$ cat config.mk
export PLATFORM = sky130hd
export DESIGN_NAME = mem_stage_dreq
export DESIGN_NICKNAME = d
export VERILOG_FILES = /design/src/rtl/mem_stage_dreq.sv
export SDC_FILE = /design/constraint.sdc
export NUM_CORES = 1
export LEC_CHECK = 0
export CORE_MARGIN = 3
export CORE_UTILIZATION = 35
export CTS_CLUSTER_DIAMETER = 100
export CTS_CLUSTER_SIZE = 16
export DETAILED_ROUTE_END_ITERATION = 10
export PLACE_DENSITY = 0.67
export SLEW_MARGIN = 20
export SYNTH_ARGS = -nofsm -noshare
export SYNTH_HDL_FRONTEND = slang
export SYNTH_SLANG_ARGS = --single-unit
$ cat constraint.sdc
create_clock -name clk -period 1.7 [get_ports clk]
set_input_delay 0.17 -clock clk [delete_from_list [all_inputs] [get_ports clk]]
set_output_delay 0.17 -clock clk [all_outputs]
set_load 0.1 [all_outputs]
$ cat src/rtl/mem_stage_dreq.sv
// MEM-stage data-memory requester: issues SRAM-like bus requests for loads/stores,
// stalls the EX->MEM register while a request is in flight, and aligns/extends load data.
module mem_stage_dreq #(
    parameter int AW = 32,
    parameter int DW = 32
) (
    input  logic          clk,
    input  logic          rst,
    input  logic          in_valid,
    input  logic          mem_re,
    input  logic          mem_we,
    input  logic [1:0]    mem_size,
    input  logic          mem_unsigned,
    input  logic [AW-1:0] addr,
    input  logic [DW-1:0] wdata,
    input  logic          exc_kill,
    input  logic          downstream_stall,
    output logic          data_req,
    output logic          data_wr,
    output logic [1:0]    data_size,
    output logic [AW-1:0] data_addr,
    output logic [DW-1:0] data_wdata,
    input  logic          data_addr_ok,
    input  logic          data_data_ok,
    input  logic [DW-1:0] data_rdata,
    output logic          mem_stall,
    output logic [DW-1:0] rdata_out,
    output logic          rdata_valid
);

    typedef enum logic [1:0] {
        S_IDLE = 2'd0,
        S_ADDR = 2'd1,
        S_DATA = 2'd2,
        S_HOLD = 2'd3
    } state_t;

    state_t        state_q, state_d;
    logic [AW-1:0] addr_q, addr_d;
    logic [1:0]    size_q, size_d;
    logic          uns_q, uns_d;
    logic          re_q, re_d;
    logic          wr_q, wr_d;
    logic [DW-1:0] wdata_q, wdata_d;
    logic [DW-1:0] rdata_q, rdata_d;

    logic          start_s;
    logic          capture_s;
    logic          hold_capture_s;
    logic          use_live_s;
    logic [DW-1:0] load_src_s;

    // Store data is replicated onto every byte lane so the bus only needs byte enables.
    function automatic logic [DW-1:0] lane_replicate(input logic [1:0] size, input logic [DW-1:0] wd);
        logic [DW-1:0] r;
        case (size)
            2'd0:    r = {4{wd[7:0]}};
            2'd1:    r = {2{wd[15:0]}};
            default: r = wd;
        endcase
        return r;
    endfunction

    // Halfword lane selects on addr[1] only; misalignment is reported upstream via exc_kill.
    function automatic logic [DW-1:0] load_extract(input logic [1:0] size, input logic [1:0] lo,
                                                   input logic uns, input logic [DW-1:0] word);
        logic [7:0]    b;
        logic [15:0]   h;
        logic [DW-1:0] r;
        case (lo)
            2'd0:    b = word[7:0];
            2'd1:    b = word[15:8];
            2'd2:    b = word[23:16];
            default: b = word[31:24];
        endcase
        if (lo[1]) begin
            h = word[31:16];
        end else begin
            h = word[15:0];
        end
        case (size)
            2'd0:    r = uns ? {24'd0, b} : {{24{b[7]}}, b};
            2'd1:    r = uns ? {16'd0, h} : {{16{h[15]}}, h};
            default: r = word;
        endcase
        return r;
    endfunction

    assign start_s = in_valid & (mem_re | mem_we) & ~exc_kill;

    // Next-state, request and stall generation.
    always_comb begin
        state_d        = state_q;
        data_req       = 1'b0;
        mem_stall      = 1'b0;
        capture_s      = 1'b0;
        hold_capture_s = 1'b0;
        case (state_q)
            S_IDLE: begin
                if (start_s) begin
                    data_req  = 1'b1;
                    mem_stall = 1'b1;
                    capture_s = 1'b1;
                    state_d   = data_addr_ok ? S_DATA : S_ADDR;
                end else begin
                    state_d = S_IDLE;
                end
            end
            S_ADDR: begin
                data_req  = 1'b1;
                mem_stall = 1'b1;
                state_d   = data_addr_ok ? S_DATA : S_ADDR;
            end
            S_DATA: begin
                if (data_data_ok) begin
                    if (downstream_stall) begin
                        hold_capture_s = 1'b1;
                        state_d        = S_HOLD;
                    end else begin
                        state_d = S_IDLE;
                    end
                end else begin
                    mem_stall = 1'b1;
                end
            end
            S_HOLD: begin
                state_d = downstream_stall ? S_HOLD : S_IDLE;
            end
            default: begin
                state_d = S_IDLE;
            end
        endcase
    end

    // Request payload is captured when the request first goes out; response word when held.
    always_comb begin
        addr_d  = addr_q;
        size_d  = size_q;
        uns_d   = uns_q;
        re_d    = re_q;
        wr_d    = wr_q;
        wdata_d = wdata_q;
        rdata_d = rdata_q;
        if (capture_s) begin
            addr_d  = addr;
            size_d  = mem_size;
            uns_d   = mem_unsigned;
            re_d    = mem_re;
            wr_d    = mem_we;
            wdata_d = lane_replicate(mem_size, wdata);
        end else begin
            addr_d = addr_q;
        end
        if (hold_capture_s) begin
            rdata_d = data_rdata;
        end else begin
            rdata_d = rdata_q;
        end
    end

    // Bus payload: live inputs while idle (zero-bubble issue), held copies afterwards.
    always_comb begin
        use_live_s = (state_q == S_IDLE);
        if (use_live_s) begin
            data_addr  = addr;
            data_wr    = mem_we;
            data_size  = mem_size;
            data_wdata = lane_replicate(mem_size, wdata);
        end else begin
            data_addr  = addr_q;
            data_wr    = wr_q;
            data_size  = size_q;
            data_wdata = wdata_q;
        end
    end

    // Load result: straight from the bus on completion, from the held word in HOLD.
    always_comb begin
        if (state_q == S_HOLD) begin
            load_src_s = rdata_q;
        end else begin
            load_src_s = data_rdata;
        end
        rdata_valid = re_q & (((state_q == S_DATA) & data_data_ok) | (state_q == S_HOLD));
        if (rdata_valid) begin
            rdata_out = load_extract(size_q, addr_q[1:0], uns_q, load_src_s);
        end else begin
            rdata_out = '0;
        end
    end

    // State and capture registers.
    always_ff @(posedge clk) begin
        if (rst) begin
            state_q <= S_IDLE;
            addr_q  <= '0;
            size_q  <= 2'd0;
            uns_q   <= 1'b0;
            re_q    <= 1'b0;
            wr_q    <= 1'b0;
            wdata_q <= '0;
            rdata_q <= '0;
        end else begin
            state_q <= state_d;
            addr_q  <= addr_d;
            size_q  <= size_d;
            uns_q   <= uns_d;
            re_q    <= re_d;
            wr_q    <= wr_d;
            wdata_q <= wdata_d;
            rdata_q <= rdata_d;
        end
    end

endmodule

Word level (Yosys, flattened, before mapping)
Cells that the tools add are included.
- register bits: 103
- input bits: 108
- word-level logic and storage cells: 52
- equal/unequal tests: 8
- muxes and demuxes: 25
- bitwise logic cells: 7
- reductions and logical operators: 4
- operator list (kind ; count):
    $mux W32 ; 6
    $pmux W32 S2 ; 2
    $pmux W8 S3 ; 1
    $mux W16 ; 1
    $mux W2 ; 5
    $eq A2 B1 Y1 const B ; 4
    $logic_not A2 Y1 ; 4
    $pmux W2 S4 ; 1
    $mux W1 ; 7
    $eq A2 B2 Y1 const B ; 3
    $and A1 B1 Y1 ; 4
    $pmux W1 S3 ; 1
    $ne A2 B2 Y1 const B ; 1
    $or A1 B1 Y1 ; 2
    $pmux W1 S2 ; 1
    $not A1 Y1 ; 1

Logic depth before layout (Yosys ltp)
Gate-level depths: netlist of the first run.
- depth after elaboration: 6
- depth in mapped cells: 7
- depth with buffers taken out: 4

Worst setup path after synthesis of the first run
Ideal clock, no wire load.
- path type: register to output
- from: reg state_q[1]
- to: out rdata_out[3]
- arrival time: 5.889 ns
- required time: 1.530 ns
- path slack: -4.359 ns
- stages on the path, launching flop included: 6
- buffers on the path: 1
- path through: dfxtp_1 -> nand2_1 -> clkbuf_4 -> mux4_2 -> nor3_1 -> a2111oi_0
- longest elaborated chain between the ends: 6
- elaborated cells between the ends (all ways): 12
- classes of those cells: eq/ne (2); mux (7); bitwise (3)
- RTL lines (what ; RTL line ; text):
    start, declared ; 38 ; state_t state_q, state_d;
    start signal, assigned ; 204 ; state_q <= state_d;
    $eq A2 B2 Y1 ; 179, 184 ;
    $mux W32 ; 179 ; if (state_q == S_HOLD) begin
    $pmux W8 S3 or $mux W16 (tied branches) ; 70, 76 ;
    $mux W32, on equally long branches ; 82, 83 ;
    $pmux W32 S2 ; 81 ; case (size)
    $mux W32 (*) ; 185 ; if (rdata_valid) begin
    end, declared ; 27 ; output logic [DW-1:0] rdata_out,
Every way passes the cells marked *; elsewhere a longest branch is shown, timed or not.

Final worst setup path of the first run
- from: reg state_q[0]
- to: reg wdata_q[28]
- longest elaborated chain between the ends: 2
- RTL lines (what ; RTL line ; text):
    $logic_not A2 Y1 ; 98 ; case (state_q)
    $mux W1 ; 98 ;
    end signal, assigned ; 210 ; wdata_q <= wdata_d;
    end, declared ; 44 ; logic [DW-1:0] wdata_q, wdata_d;
No other way between the ends.
A chain may end at the register's enable or synchronous reset.

==> results of run 1 <==
==> area by class of cell <==
class	count	area (µm²)
Clock inverter	7	56.30
Fill cell	735	2609
Multi-Input combinational cell	661	5829
Inverter	5	21.27
Sequential cell	103	2076
Clock buffer	9	225.2
Timing Repair Buffer	396	5550
Tap cell	220	275.3
==> metrics by stage <==
step	TNS [ns]	instance area [µm²]	hold slack [ns]	util [%]	total power, mW
after floorplan	-12.62	6934	0.3060	-	4.889
after global placement	-20.54	10950	0.4395	65.77	6.412
after detailed placement	-21.96	10950	0.4444	65.77	6.429
after CTS	-78.22	13010	0.2502	78.17	9.217
after global routing	-93.47	14030	0.3333	84.32	9.938
final	-86.14	14030	0.3288	84.32	9.761
==> kinds of logic (layout without fill, tap and decap cells) <==
group / Yosys count / count (layout) / share of synthesized area, %
buffers and inverters: 73 / 417 / 5.398
multiplexers: 53 / 53 / 10.59
AO/OA/AOI/OAI: 196 / 196 / 21.78
flip-flops: 103 / 103 / 34.61
AND/OR/NAND/NOR: 412 / 412 / 27.62
==> per-layer routing <==
layer | vias to the layer above | global-route usage (%)
met5 | - | 0
met1 | 3948 | 33.25
li1 | 3536 | -
met3 | 158 | 8.882
met2 | 473 | 50.74
met4 | 0 | 11.03
==> state kept, by name (all words and copies together), names as in the netlist <==
signal,flops
addr_q,32
uns_q,1
wdata_q,32
state_q,2
re_q,1
rdata_q,32
wr_q,1
size_q,2
==> report_power, final <==
part	internal, mW	switching, mW
clock	1.02	1.12
combinational	2.04	2.95
sequential	2.51	0.129
==> worst register-to-register path, delay by kind of cell (launching register included) <==
family / cells / cell delay, ns
buffers and inverters: 9 / 1.12
and+or+nand+nor: 1 / 0.13
DFF: 1 / 0.40
AOI/OAI and AO/OA: 3 / 0.72
==> Yosys cell counts, drive strengths merged <==
| library cell | count | share of area, % |
|---|---|---|
| a2111oi | 3 | 0.55 |
| a211oi | 16 | 2.0 |
| a21boi | 4 | 0.50 |
| a21o | 1 | 0.13 |
| a21oi | 89 | 7.5 |
| a221oi | 1 | 0.15 |
| a311o | 1 | 0.19 |
| a32o | 5 | 0.84 |
| a32oi | 1 | 0.15 |
| and2 | 9 | 0.95 |
| and3 | 6 | 0.63 |
| buf | 21 | 2.1 |
| clkbuf | 47 | 3.0 |
| dfxtp | 103 | 35 |
| inv | 5 | 0.32 |
| mux2i | 45 | 7.6 |
| mux4 | 8 | 3.0 |
| nand2 | 330 | 21 |
| nand2b | 1 | 0.11 |
| nand3 | 2 | 0.25 |
| nand4b | 1 | 0.15 |
| nor2 | 45 | 2.9 |
| nor2b | 2 | 0.21 |
| nor3 | 9 | 0.76 |
| nor3b | 3 | 0.46 |
| o2111a | 1 | 0.19 |
| o2111ai | 1 | 0.15 |
| o211a | 1 | 0.17 |
| o211ai | 21 | 4.5 |
| o21ai | 43 | 3.7 |
| o21bai | 1 | 0.13 |
| o221ai | 1 | 0.15 |
| o22a | 4 | 0.59 |
| o311ai | 1 | 0.15 |
| o31ai | 1 | 0.13 |
| or2 | 3 | 0.32 |
| or4 | 1 | 0.13 |
==> timing repair <==
item / in CTS / in global routing
hold endpoints to repair: 0 / 0
endpoints found under the setup margin: 157 / 173
pin swaps: 64 / 127
gates cloned: 25 / 5
hold buffers: 0 / 0
setup buffers: 32 / 27
resized for setup: 256 / 258
==> worst paths after layout <==
check              start          end  depth (start not counted)
max reg2reg   state_q[0]  wdata_q[28]                         13
min                  rst    addr_q[4]                          2
min reg2reg  rdata_q[13]  rdata_q[13]                          2
max           state_q[0]  wdata_q[28]                         13
==> metrics.txt, run 1 <==
crit path max fanout 7; DR top layer met4; Synth Area per Inst 7.117 µm²; H-tree lvl count 3; met3 WL 2723 µm; WL met2 17,310 µm; chip height 136.5 µm; most common cell after layout, fill and taps aside nand2_1; reg-to-reg slack, setup -0.76 ns; layout cells sized above 1 57.24%; Fin. Hold Viols 0; Setup WS pre-CTS -0.5572 ns; hpwl dp 16,600 µm; CP top delay family buffers and inverters; Worst-Skew Late Latency 0.37 ns; Final WS setup -0.7564 ns; routed vias/inst 5.792; Slew Limit Fails 0; die area 18,620 µm²; # setup viols final 173; worst hold path class in2reg; violated checks negative setup slack; area added between synthesis and finish 135.6%; crit path kind reg2reg; M1 wire length 12,300 µm; clock-pin slew on the worst setup and hold paths 0.09 ns; RSZ-0062 raised after global routing true; Worst slew margin 54.44%; first drt pass iteration count 5; status complete, but fails checks; Setup crit end kind flop; cell count after synthesis 837; vias 8,115; io pins 210; register area share after synthesis 34.61%; minimum clock period 2.456 ns; Peak Freq 0.4071 GHz; port bufs 209; distinct cell type count after synthesis 49; WL per Instance 24.44 µm; Leakage Power 5.797 nW; Row Count 47; synthesized area 5957 µm²; Die X-Extent 136.5 µm; GR Overflow Total 0; initial core utilization 35.79%; Inst Count DP 1,312; Final nets 1,284; Final Cycle Share 144.5%; Power Dens Cells 695.6 nW/µm²; syn_nets 945; largest net degree at the start of global routing 37; Clk Tree Root Cell clkbuf_16; Max Root-Sink Buffers 2; CP Data Arrival Time 2.73 ns; TritonCTS clock tree done; routability cong. 0.9118; first-pass GRT wire length 42,150 µm; crit-path cells buf_6, buf_6, buf_6, nor2_4, buf_12, o2111a_2, buf_6, buf_6, buf_16, buf_8, buf_16, o21ai_0, a21oi_1; most frequent cells in the layout nand2_1 (141), buf_12 (137), nand2_4 (133), clkdlybuf4s50_1 (106), buf_4 (101); TritonCTS Sinks 103; Worst Path Required 1.98 ns; max incr delay on CP 0.40 ns; Max IR drop VDD 0.0005900 V; Inserted Clock Buffers 9; initial antenna violation count 0; Setup crit start kind flop; Routed Antenna Nets 0; Total Routing Usage GR 29.08%; maxcap violations 0; Least-Margin Pin Slew 0.6834 ns; Post-route DRC 0; WP buf/inv 9; Initial DRC Count 786; Layout Cells excl Fill 1,401; CP most frequent cell buf_6; slowest stage cell, crit path dfxtp_4; final WL 34,240 µm; Yosys Warn Count 0; core box area 16,640 µm²; vias in the first global route 7,812; #FFs+latches synth 103; # diodes 0; skew final 0.01610 ns
Note: power is estimated with default switching activity, not from simulation.
==> run 2: changes to the inputs <==
Settings changed: GPL_ROUTABILITY_DRIVEN set to 0, PLACE_DENSITY 0.67 to 0.79.
==> run 2 against run 1 <==
  * The flow still finishes with violations (negative setup slack)
  * Setup slack improved by 0.064 ns
  * Utilization decreased by 14 points
  * Sequential cell count is the same
  * Sequential power shrank 2%
  * Largest power group unchanged
==> metrics.txt, run 2 (same netlist as run 1, synthesis figures left out) <==
status complete, but fails checks; violated checks negative setup slack; TritonCTS Sinks 103; Inst Count DP 1,322; Initial DRC Count 451; final WL 23,920 µm; Hold Path Sink wdata_q[25]; most frequent cells in the layout nand2_1 (264), buf_12 (123), clkdlybuf4s50_1 (106), buf_4 (106), dfxtp_1 (101); area added between synthesis and finish 95.51%; hold path start rst; Layout Cells excl Fill 1,347; FF-to-FF path depth 7; first drt pass iteration count 6; Inserted Clock Buffers 9; WL per Instance 17.76 µm; GR Overflow Total 0; CP most frequent cell o211ai_4; Final Cell Area 11,650 µm²; chip height 136.5 µm; total negative setup slack -42.51 ns; initial antenna violation count 1; Reg area 2069 µm²; WP buf/inv 2; vias in the first global route 7,141; layout cells sized above 1 36.65%; hpwl dp 17,890 µm; filler cell count in the final layout 1,180; core box area 16,640 µm²; RSZ-0062 raised after global routing true; DP Area 11,050 µm²; Multi-input gate area 4532 µm²; die area 18,620 µm²; Setup crit end kind primary output; Worst slew margin 62.00%; Die X-Extent 136.5 µm; crit-path cells o211ai_4, or4_1, a311o_2, clkbuf_16, o211ai_4, buf_12; Least-Margin Pin Slew 0.5657 ns; reg-to-reg slack, setup -0.01 ns; Worst Path Required 1.53 ns; skew final 0.01222 ns; CP top delay family compound AO/OA/AOI/OAI gates; biggest regs addr_q: 32 flops, rdata_q: 32 flops, wdata_q: 32 flops; Hold WS 0.2523 ns; Clk Tree Root Cell clkbuf_16; Setup WS pre-CTS -0.5931 ns; Pwr Total 8.561 mW; Slew Limit Fails 0; clock-pin slew on the worst setup and hold paths 0.07 ns; initial core utilization 35.79%; Fin. Hold Viols 0; io pins 210; Total Routing Usage GR 24.77%; hold depth 2; Final nets 1,230; crit path max fanout 12; # setup viols final 105; vias 7,186; Row Count 47; Routed Antenna Nets 0; Final WS setup -0.6921 ns; Leakage Power 4.635 nW; crit path kind reg2out; Max IR drop VDD 0.0005386 V; # diodes 0; Post-route DRC 0; H-tree lvl count 3; routed vias/inst 5.335; Peak Freq 0.4180 GHz; Final Cycle Share 140.7%; max incr delay on CP 0.44 ns; Worst-Skew Late Latency 0.36 ns; Power Dens Cells 735.1 nW/µm²; reg2reg start state_q[0]; minimum clock period 2.392 ns; largest net degree at the start of global routing 39; most common cell after layout, fill and taps aside nand2_1; Setup crit start kind flop; reg2reg end wdata_q[30]; maxcap violations 0; CP Data Arrival Time 2.22 ns; TritonCTS clock tree done; slowest stage cell, crit path dfxtp_4; worst hold path class in2reg; port bufs 209; first-pass GRT wire length 36,510 µm; Max Root-Sink Buffers 2; final core utilization 69.98%
## run 2: changes by cell type in the layout (fill, tap and decap cells not counted), moves of 7 or more
| cell | before | now |
|---|---|---|
| a21oi_2 | 52 | 6 |
| buf_12 | 137 | 123 |
| a21oi_1 | 37 | 83 |
| buf_8 | 9 | 0 |
| buf_16 | 18 | 2 |
| nor2_4 | 8 | 1 |
| nand2_4 | 133 | 21 |
| a211oi_2 | 16 | 0 |
| nand2_1 | 141 | 264 |
| a211oi_1 | 0 | 16 |
| nand2_2 | 55 | 45 |
| buf_6 | 20 | 2 |
## run 2: per-layer routing
metal,global-route usage [%],part of all wire [%],vias up
met3,7.550,9.1,54
met2,43.13,50,321
met4,8.623,2.9,2
li1,-,-,3397
met1,28.74,37,3412
met5,0,0.054,-
## run 2: how the worst max path moves through the flow
stage / start / to / slack (ns) / cells past startpoint
after global placement: data_data_ok / rdata_out[20] / -0.57 / 7
final: state_q[1] / rdata_out[15] / -0.69 / 6
after CTS: state_q[1] / rdata_out[13] / -0.66 / 6
after floorplan: state_q[1] / rdata_out[3] / -0.64 / 5
after global routing: state_q[0] / rdata_out[15] / -0.73 / 6
after detailed placement: data_data_ok / rdata_out[31] / -0.59 / 7
## run 2: power by group
part | internal, mW | switching, mW
clock | 1.01 | 0.989
combinational | 1.55 | 2.43
sequential | 2.51 | 0.0680
## run 2: what timing repair did
item	CTS	global route
setup buffers	2	3
gates cloned	1	3
endpoints found under the setup margin	120	165
pin swaps	1	2
hold buffers	0	0
gates resized for setup	32	20
## run 2: final cells by class
class,count,share of cell area [%]
inverters,5,0.1612
clock inverters,6,0.4297
flip-flops and latches,103,17.77
clock buffers,10,1.966
well taps,220,2.364
multi-input cells,661,38.91
repair buffers,342,38.40
